## config.mk

```make
export PLATFORM = sky130hd
export DESIGN_NAME = vga_sync_gen
export DESIGN_NICKNAME = d
export VERILOG_FILES = /design/src/rtl/vga_sync_gen.sv
export SDC_FILE = /design/constraint.sdc
export NUM_CORES = 1
export LEC_CHECK = 0
export ABC_CLOCK_PERIOD_IN_PS = 2700
export CORE_MARGIN = 2
export CORE_UTILIZATION = 40
export CTS_BUF_LIST = sky130_fd_sc_hd__clkbuf_8
export DETAILED_ROUTE_END_ITERATION = 10
export PLACE_DENSITY_LB_ADDON = 0.25
export SETUP_SLACK_MARGIN = 0.3
export SYNTH_ARGS = -nofsm -noshare
export SYNTH_HDL_FRONTEND = slang
export SYNTH_SLANG_ARGS = --single-unit
```

## constraint.sdc

```tcl
create_clock -name clk -period 2.7 [get_ports clk]
set_clock_uncertainty 0.05 [all_clocks]
set_input_delay 0.54 -clock clk [delete_from_list [all_inputs] [get_ports clk]]
set_output_delay 0.54 -clock clk [all_outputs]
set_load 0.02 [all_outputs]
```

## src/rtl/vga_sync_gen.sv

```systemverilog
// vga_sync_gen: pixel divider, H/V counters and registered sync/visible/frame decodes for VGA timing.
module vga_sync_gen #(
  parameter int CLK_DIV   = 2,
  parameter int H_DISPLAY = 640,
  parameter int H_FRONT   = 16,
  parameter int H_SYNC    = 96,
  parameter int H_BACK    = 48,
  parameter int V_DISPLAY = 480,
  parameter int V_FRONT   = 10,
  parameter int V_SYNC    = 2,
  parameter int V_BACK    = 33
) (
  input  logic       clk,
  input  logic       rst_n,
  output logic [9:0] HCount,
  output logic [9:0] VCount,
  output logic       hsync,
  output logic       vsync,
  output logic       video_on,
  output logic       pixel_tick,
  output logic       frame_start
);
  localparam int H_TOTAL = H_DISPLAY + H_FRONT + H_SYNC + H_BACK;
  localparam int V_TOTAL = V_DISPLAY + V_FRONT + V_SYNC + V_BACK;
  localparam int DW = (CLK_DIV > 1) ? $clog2(CLK_DIV) : 1;
  localparam logic [DW-1:0] DIV_LAST = DW'(CLK_DIV - 1);
  localparam logic [9:0] H_LAST = 10'(H_TOTAL - 1);
  localparam logic [9:0] V_LAST = 10'(V_TOTAL - 1);
  localparam logic [9:0] H_VIS = 10'(H_DISPLAY);
  localparam logic [9:0] V_VIS = 10'(V_DISPLAY);
  localparam logic [9:0] HS_FIRST = 10'(H_DISPLAY + H_FRONT);
  localparam logic [9:0] HS_LAST = 10'(H_DISPLAY + H_FRONT + H_SYNC - 1);
  localparam logic [9:0] VS_FIRST = 10'(V_DISPLAY + V_FRONT);
  localparam logic [9:0] VS_LAST = 10'(V_DISPLAY + V_FRONT + V_SYNC - 1);
  if (H_TOTAL > 1024 || V_TOTAL > 1024 || CLK_DIV < 1) begin : g_bad_params
    $error("vga_sync_gen: totals must fit 10-bit counters and CLK_DIV must be >= 1");
  end
  logic [DW-1:0] div, div_next;
  logic [9:0] h_next, v_next;
  logic h_wrap;
  always_comb begin
    div_next = (div == DIV_LAST) ? '0 : div + 1'b1;
    h_wrap = pixel_tick && (HCount == H_LAST);
    h_next = !pixel_tick ? HCount : h_wrap ? 10'd0 : HCount + 10'd1;
    v_next = !h_wrap ? VCount : (VCount == V_LAST) ? 10'd0 : VCount + 10'd1;
  end
  // decodes use next-state counts so they switch on the same edge as the counters
  always_ff @(posedge clk) begin
    if (!rst_n) begin
      div <= '0;
      HCount <= '0;
      VCount <= '0;
      hsync <= 1'b1;
      vsync <= 1'b1;
      video_on <= 1'b0;
      pixel_tick <= 1'b0;
      frame_start <= 1'b0;
    end else begin
      div <= div_next;
      HCount <= h_next;
      VCount <= v_next;
      hsync <= !(h_next >= HS_FIRST && h_next <= HS_LAST);
      vsync <= !(v_next >= VS_FIRST && v_next <= VS_LAST);
      video_on <= (h_next < H_VIS) && (v_next < V_VIS);
      pixel_tick <= (div_next == DIV_LAST);
      frame_start <= h_wrap && (VCount == V_LAST);
    end
  end
endmodule
```

==> metrics.yaml, run 1 <==
ys_types: 47
intPower_uw: 491
ys_seq_area_frac: 0.357
ios: 27
clk_pin_slew_worst_paths_ns: 0.09
hold_viol_final: 0
yosys_warnings: 0
initial_core_util: 0.417
core_area_mm2: 0.00336
final_cell_mix: "clkdlybuf4s50_1, dfxtp_1, nand2_1, nand3_1, nand4_1"
gr-total-overflow: 0
required_ns: 2.86
final_util: 0.517
drt_iter0_drc: 60
htree_levels: 1
whs_ns: 0.498
maxSlewViolCount: 0
synth_seq_cells: 25
num_vias: 1319
wl_per_cell_um: 14.1
grt_pass1_wl_um: 5640
placedCellCount: 231
grt_max_degree: 20
layoutNonFillerInstCount: 235
nNetsFinal: 195
switchingPower_uw: 141
drcViolationCount: 0
r2r_slack_ns: 0.45
num_rows: 21
syn-mean-instance-area_um2: 8.34
clock_latency_ns: 0.27
synth_area_mm2: 0.00140
slew_headroom: 0.529
post_cts_buffers: 0
tns_ns: 0
cts_root_buf: "clkbuf_8"
synth_cells: 168
power_density_mw_per_mm2: 363
yosys.area.top_type: "dfxtp_1"
synth.top_cells.by_area: "dfxtp_1, nand3_1, nand4_1, nor2b_1, nand2_1"
drt_wl_total_um: 3320
finalSetupViolations: 0
die_w_um: 63.2
pwr-share-clk: 0.353
n_fill_cell: 345
maxCapViolCount: 0
swShare: 0.223
port_buffers: 26
cp_cell_sequence: "nand2_1 > or4_1 > o31a_1 > o221a_2 > and4bb_1"
ant_nets: 0
detail_route.first_pass.iterations: 4
crit_path_end_kind: "register"
multiInputGateArea_um2: 845
n_antenna_cell: 0
worst-path-buf-inv: 0
synth_edf_count: 0
clkSinkCount: 25
clockBufferDepth: 2
gp_congestion: 0.893
tritoncts: "done"
fin_crit_ns: 2.25
timing.fmax_ghz: 0.445
cts_buffers: 3
synth_ff_type: "dfxtp_1"
grt_usage: 0.173
antenna_found_initial: 0
place_hpwl_um: 2330
grt_pass1_vias: 1196
tightestPinTransition_ns: 0.697
critPathLaunchType: "register"
die_h_um: 63.2
die-area_mm2: 0.00399
crit_family: "simple AND/OR/NAND/NOR gates"
synth_nets: 173
synth_top_area_frac: 0.357
dpl_cell_area_mm2: 0.00169
postCtsHoldBufs: 0
fin_crit_sh: 0.833
register_area_um2: 500
via_per_inst: 5.61
combPwrFrac: 0.049
async_flop_share: 0
layout-drive-gt1-share: 0.0476
crit_slowest_cell: "or4_1"
cp_max_fo: 8
ctsResizeCount: 0
final_common_cell: "clkdlybuf4s50_1"
rsz0062_at_grt: "no"
cp.arrival_ns: 2.41
critPathKind: "reg -> reg"
hold_class: "reg -> reg"
synthToLayoutAreaGrowth_pct: 24.1
design_area_mm2: 0.00174
power.leakage_nw: 0.560
critPathMaxStageDelay_ns: 0.67
vdd_ir_drop_max_uv: 160
p_seq_frac: 0.598
status: "finished clean"
layer usage:
layer	up-vias	global-route usage	part of all wire
met3	2	0.0268	0.030
met5	-	0	0
met1	624	0.254	0.52
met2	31	0.259	0.44
met4	0	0.0571	0.0060
li1	662	-	-
logic make-up (layout without fill, tap and decap cells):
logic type | after synthesis | after routing | synth area share
AOI/OAI and AO/OA | 39 | 39 | 0.190
xor gates and xnor gates | 6 | 6 | 0.0375
adders and majority gates | 3 | 3 | 0.0268
buffers and inverters | 14 | 35 | 0.0402
DFF | 25 | 25 | 0.357
muxes | 2 | 2 | 0.0143
and+or+nand+nor | 79 | 79 | 0.334
synth_stat cells, types with 3 or more instances:
| cell | count |
|---|---|
| or3_1 | 4 |
| and4_1 | 3 |
| ha_1 | 3 |
| o21ai_0 | 7 |
| clkbuf_1 | 8 |
| nand4_1 | 8 |
| xnor2_1 | 3 |
| buf_2 | 3 |
| nor2b_1 | 7 |
| nand3_1 | 11 |
| or4_1 | 3 |
| nor3_1 | 5 |
| and2_1 | 5 |
| o21a_1 | 5 |
| xor2_1 | 3 |
| a21boi_0 | 5 |
| nand2_1 | 11 |
| a21oi_1 | 7 |
| nor2_1 | 7 |
| dfxtp_1 | 25 |
metrics by stage:
step | power (mW) | setup slack, ns
after CTS | 0.642 | 0.444
after global routing | 0.667 | 0.334
final | 0.632 | 0.451
after floorplan | 0.404 | 0.429
after global placement | 0.417 | 0.541
after detailed placement | 0.417 | 0.490
state kept, by name, indices dropped and copies added (netlist names):
signal       count
HCount          10
frame_start      1
video_on         1
VCount          10
div              1
hsync            1
vsync            1
power groups by stage:
stage	registers [mW]	clock network, mW	logic, mW
6_report	0.378	0.223	0.0307
5_1_grt	0.379	0.254	0.0337
4_1_cts	0.378	0.233	0.0310
3_5_place_dp	0.387	0	0.0306
3_3_place_gp	0.386	0	0.0306
2_1_floorplan	0.389	0	0.0143
final timing paths:
check                                          start                   end  cells after the start
worst min-delay path            VCount[0]$_SDFF_PN0_  VCount[0]$_SDFF_PN0_                      2
worst max-delay path            HCount[3]$_SDFF_PN0_   video_on$_SDFF_PN0_                      5
worst max register to register  HCount[3]$_SDFF_PN0_   video_on$_SDFF_PN0_                      5
worst min register to register  VCount[0]$_SDFF_PN0_  VCount[0]$_SDFF_PN0_                      2
worst reg2reg max path: cells and delay by family, from the launching register on:
kind / cells / cell delay [ns]
flops: 1 / 0.45
compound gates: 2 / 0.59
simple gates: 3 / 1.11
layout make-up:
class	count	share of cell area
Inverter	2	0.00432
Timing Repair Buffer	29	0.163
Clock buffer	3	0.0237
Clock inverter	1	0.00288
Sequential cell	25	0.288
Tap cell	46	0.0331
Multi-Input combinational cell	129	0.486
No activity file was read; power rests on OpenSTA's default activity.
==> inputs of run 2 (changes only) <==
--- a/config.mk
+++ b/config.mk
@@ -5,7 +5,7 @@
 export SDC_FILE = /design/constraint.sdc
 export NUM_CORES = 1
 export LEC_CHECK = 0
-export ABC_CLOCK_PERIOD_IN_PS = 2700
+export ABC_CLOCK_PERIOD_IN_PS = 2300
 export CORE_MARGIN = 2
 export CORE_UTILIZATION = 40
 export CTS_BUF_LIST = sky130_fd_sc_hd__clkbuf_8
==> constraint.sdc (replaced) <==
create_clock -name clk -period 2.3 [get_ports clk]
set_clock_uncertainty 0.05 [all_clocks]
set_input_delay 0.46 -clock clk [delete_from_list [all_inputs] [get_ports clk]]
set_output_delay 0.46 -clock clk [all_outputs]
set_load 0.02 [all_outputs]
==> run 2 against run 1 <==
Global-route usage down 0.17 points. Critical endpoint unchanged. Largest power group unchanged. Non-clock buffer count up 4. Clock power up 14%. Power up 16%. Critical path type unchanged. Combinational power up 21%. Largest cell class unchanged.
==> metrics.yaml, run 2 (synthesis results as in run 1) <==
final_cell_mix: "clkdlybuf4s50_1, dfxtp_1, nand3_1, nand2_1"
grt_pass1_vias: 1250
gr-total-overflow: 0
status: "finished clean"
n_antenna_cell: 0
grt_max_degree: 20
post-place-ws_ns: 0.229
tns_ns: 0
final_common_cell: "clkdlybuf4s50_1"
layout-drive-gt1-share: 0.197
nNetsFinal: 199
grt_pass1_wl_um: 5580
maxCapViolCount: 0
antenna_found_initial: 0
ios: 27
clk_pin_slew_worst_paths_ns: 0.08
required_ns: 2.46
htree_levels: 1
clockBufferDepth: 2
wl_per_cell_um: 14.1
n_fill_cell: 351
power_density_mw_per_mm2: 394
crit_path_end_kind: "register"
clock_latency_ns: 0.27
fin_crit_ns: 1.98
drt_wl_total_um: 3360
place_hpwl_um: 2380
core_area_mm2: 0.00336
drcViolationCount: 0
die_w_um: 63.2
synthToLayoutAreaGrowth_pct: 32.6
clkSinkCount: 25
p_total_uw: 731
cp_cell_sequence: "nand2b_4 > or4_4 > o31a_1 > o221a_2 > and4bb_1"
tightestPinTransition_ns: 0.472
die_h_um: 63.2
cp_max_fo: 10
critPathKind: "reg -> reg"
cts_root_buf: "clkbuf_8"
critPathMaxStageDelay_ns: 0.59
tritoncts: "done"
drt_iter0_drc: 63
cts_buffers: 3
num_vias: 1360
crit_slowest_cell: "or4_4"
critPathLaunchType: "register"
gp_congestion: 0.809
timing.fmax_ghz: 0.505
cp.arrival_ns: 2.15
final_util: 0.552
ant_nets: 0
hold_viol_final: 0
vdd_ir_drop_max_uv: 305
die-area_mm2: 0.00399
detail_route.first_pass.iterations: 4
power.leakage_nw: 0.594
port_buffers: 26
slew_headroom: 0.681
hold_class: "reg -> reg"
grt_usage: 0.172
whs_ns: 0.462
fin_ws_ns: 0.318
maxSlewViolCount: 0
initial_core_util: 0.417
rsz0062_at_grt: "yes"
num_rows: 21
finalSetupViolations: 0
top_regs: "HCount (10), VCount (10)"
via_per_inst: 5.69
fin_crit_sh: 0.862
## run 2: changes by cell type in the layout (fill, tap and decap cells not counted), sizes merged
cell | before | now
buf | 3 | 7
## run 2: path summary, 6_finish.rpt
kind	start	endpoint	slack, ns	depth (start not counted)
worst max register to register	HCount[7]$_SDFF_PN0_	video_on$_SDFF_PN0_	0.32	5
worst max-delay path	HCount[7]$_SDFF_PN0_	video_on$_SDFF_PN0_	0.32	5
worst min register to register	div$_SDFF_PP0_	div$_SDFF_PP0_	0.46	1
worst min-delay path	div$_SDFF_PP0_	div$_SDFF_PP0_	0.46	1
## run 2: routing by layer
layer  vias to the layer above  global-route usage  routed length, µm  part of all wire
li1                        672                   -                  -                 -
met1                       643               0.221               1570              0.47
met2                        41               0.274               1610              0.48
met3                         4              0.0411                149             0.044
met4                         0              0.0734                 30            0.0089
met5                         -                   0                  0                 0
## run 2: final cells by class
type / count / area [µm²] / area share
Inverter: 2 / 7.51 / 0.00404
Timing Repair Buffer: 33 / 313 / 0.168
Tap cell: 46 / 57.6 / 0.0310
Sequential cell: 25 / 533 / 0.287
Clock buffer: 3 / 41.3 / 0.0222
Clock inverter: 1 / 5.00 / 0.00269
Multi-Input combinational cell: 129 / 901 / 0.485
## run 2: through the flow
step | instances | instance area [µm²]
floorplan | 168 | 1510
global placement | 232 | 1770
detailed placement | 232 | 1770
CTS | 237 | 1840
global route | 239 | 1860
finish | 239 | 1860
## run 2: power by group
part	internal [mW]	total [mW]	switching, mW
sequential	0.432	0.440	0.00750
combinational	0.0203	0.0372	0.0169
clock	0.121	0.254	0.133
total	0.574	0.731	0.158
## run 2: critical path, delay by kind of cell, from the launching register on
| family | cells | cell delay (ns) |
|---|---|---|
| AND/OR/NAND/NOR | 3 | 1.00 |
| flip-flops | 1 | 0.38 |
| AO/OA/AOI/OAI | 2 | 0.50 |
## run 2: timing repair
item,4_1_cts,5_1_grt
gates resized for setup,4,3
pin swaps,1,3
hold buffers,0,0
buffers inserted,1,2
endpoints found under the setup margin,10,5
cloned,0,0
==> inputs of run 3 (changes only) <==
--- a/config.mk
+++ b/config.mk
@@ -7,7 +7,7 @@
 export LEC_CHECK = 0
 export ABC_CLOCK_PERIOD_IN_PS = 2300
 export CORE_MARGIN = 2
-export CORE_UTILIZATION = 40
+export CORE_UTILIZATION = 53
 export CTS_BUF_LIST = sky130_fd_sc_hd__clkbuf_8
 export DETAILED_ROUTE_END_ITERATION = 10
 export PLACE_DENSITY_LB_ADDON = 0.25
==> run 3 against run 2 <==
Non-clock buffer count is 2 higher. Sequential power about the same. Core utilization increased by 20 points. Die area decreased by 23%. Register-to-register slack lost 0.03 ns. Clock-buffer cell count stayed put. Clock power rose by 4%. Global-route usage grew 6.5 points. Critical path depth unchanged. Largest cell class unchanged. Largest power group unchanged.
==> metrics.yaml, run 3 (synthesis results as in run 1) <==
final_common_cell: "clkdlybuf4s50_1"
final_cell_mix: "clkdlybuf4s50_1, dfxtp_1, nand3_1, nand2_1"
die_w_um: 55.4
hp-start: "div$_SDFF_PP0_"
synthToLayoutAreaGrowth_pct: 35.0
r2r-end: "video_on$_SDFF_PN0_"
power.leakage_nw: 0.646
post-place-ws_ns: 0.214
r2r_start: "HCount[6]$_SDFF_PN0_"
drt_iter0_drc: 43
n_antenna_cell: 0
htree_levels: 1
critPathKind: "reg -> reg"
crit_path_end_kind: "register"
n_fill_cell: 168
ios: 27
gr-total-overflow: 0
num_vias: 1445
fin_crit_sh: 0.875
status: "finished clean"
top_regs: "HCount (10), VCount (10)"
grt_pass1_wl_um: 5840
cts_root_buf: "clkbuf_8"
place_hpwl_um: 2400
num_rows: 18
finalSetupViolations: 0
cts_buffers: 3
core_area_mm2: 0.00250
maxCapViolCount: 0
gp_congestion: 0.908
tritoncts: "done"
grt_max_degree: 20
r2r_cells: 5
fin_crit_ns: 2.01
tns_ns: 0
grt_usage: 0.237
ant_nets: 0
wl_per_cell_um: 16.8
power_density_mw_per_mm2: 391
port_buffers: 26
antenna_found_initial: 0
clkSinkCount: 25
required_ns: 2.47
initial_core_util: 0.561
hold_viol_final: 0
via_per_inst: 6.42
postCtsHoldBufs: 0
cp.arrival_ns: 2.18
final_util: 0.757
die_h_um: 55.4
hold_class: "reg -> reg"
grt_pass1_vias: 1272
vdd_ir_drop_max_uv: 491
die-area_mm2: 0.00307
critPathLaunchType: "register"
drcViolationCount: 0
maxSlewViolCount: 0
fin_ws_ns: 0.288
hold_path_end: "div$_SDFF_PP0_"
r2r_slack_ns: 0.29
slew_headroom: 0.680
clockBufferDepth: 2
rsz0062_at_grt: "yes"
drt_wl_total_um: 3770
hold_path_depth: 1
nNetsFinal: 201
clock_latency_ns: 0.27
layout-drive-gt1-share: 0.210
timing.fmax_ghz: 0.497
cp_max_fo: 6
detail_route.first_pass.iterations: 4
clk_pin_slew_worst_paths_ns: 0.09
tightestPinTransition_ns: 0.474
==> run 3: cell count changes in the layout (fill, tap and decap cells not counted), sizes merged <==
cell | previous run | this run
buf | 7 | 9
inv | 2 | 3
clkinv | 1 | 0
==> run 3: worst max-delay path, stage by stage (launching register included) <==
cell and delay [ns]:
dfxtp_4 0.37, nand4bb_1 0.18, or4_4 0.57, o31a_1 0.27, o221a_2 0.26, and4bb_1 0.25
==> run 3: repair_timing <==
item,4_1_cts,5_1_grt
gates resized for setup,5,8
setup endpoints to repair,9,5
setup buffers,3,2
pin swaps,0,2
cloned,0,0
==> run 3: final cells by class <==
| cell class | instances | area (µm²) | area share |
|---|---|---|---|
| multi-input cells | 129 | 926 | 0.489 |
| flip-flops and latches | 25 | 536 | 0.283 |
| repair buffers | 35 | 340 | 0.180 |
| clock buffers | 3 | 41.3 | 0.0218 |
| well taps | 30 | 37.5 | 0.0198 |
| inverters | 2 | 7.51 | 0.00397 |
| clock inverters | 1 | 3.75 | 0.00198 |
==> run 3: report_power, final <==
group / internal [mW] / switching (mW) / total, mW
logic: 0.0206 / 0.0177 / 0.0383
clock network: 0.120 / 0.143 / 0.263
registers: 0.431 / 0.00770 / 0.439
==> run 3: how the worst max path moves through the flow <==
stage / depth (start not counted) / start / slack [ns] / end
2_1_floorplan: 7 / HCount[9]$_SDFF_PN0_ / 0.27 / hsync$_SDFF_PN1_
3_3_place_gp: 6 / HCount[9]$_SDFF_PN0_ / 0.25 / hsync$_SDFF_PN1_
3_5_place_dp: 5 / HCount[9]$_SDFF_PN0_ / 0.21 / vsync$_SDFF_PN1_
4_1_cts: 6 / HCount[0]$_SDFF_PN0_ / 0.23 / video_on$_SDFF_PN0_
5_1_grt: 5 / div$_SDFF_PP0_ / 0.23 / hsync$_SDFF_PN1_
6_report: 5 / HCount[6]$_SDFF_PN0_ / 0.29 / video_on$_SDFF_PN0_
==> run 3: metal layers <==
metal | global-route usage | part of all wire
met1 | 0.308 | 0.43
met2 | 0.393 | 0.47
met3 | 0.0422 | 0.076
met4 | 0.0836 | 0.025
met5 | 0 | 0
==> run 3: per-stage QoR <==
stage	power [mW]	std cells	instance area [µm²]	hold WS [ns]
global placement	0.491	216	1750	0.440
finish	0.740	225	1890	0.457
detailed placement	0.491	216	1750	0.446
floorplan	0.476	168	1510	0.478
CTS	0.746	223	1850	0.462
global route	0.766	225	1890	0.474
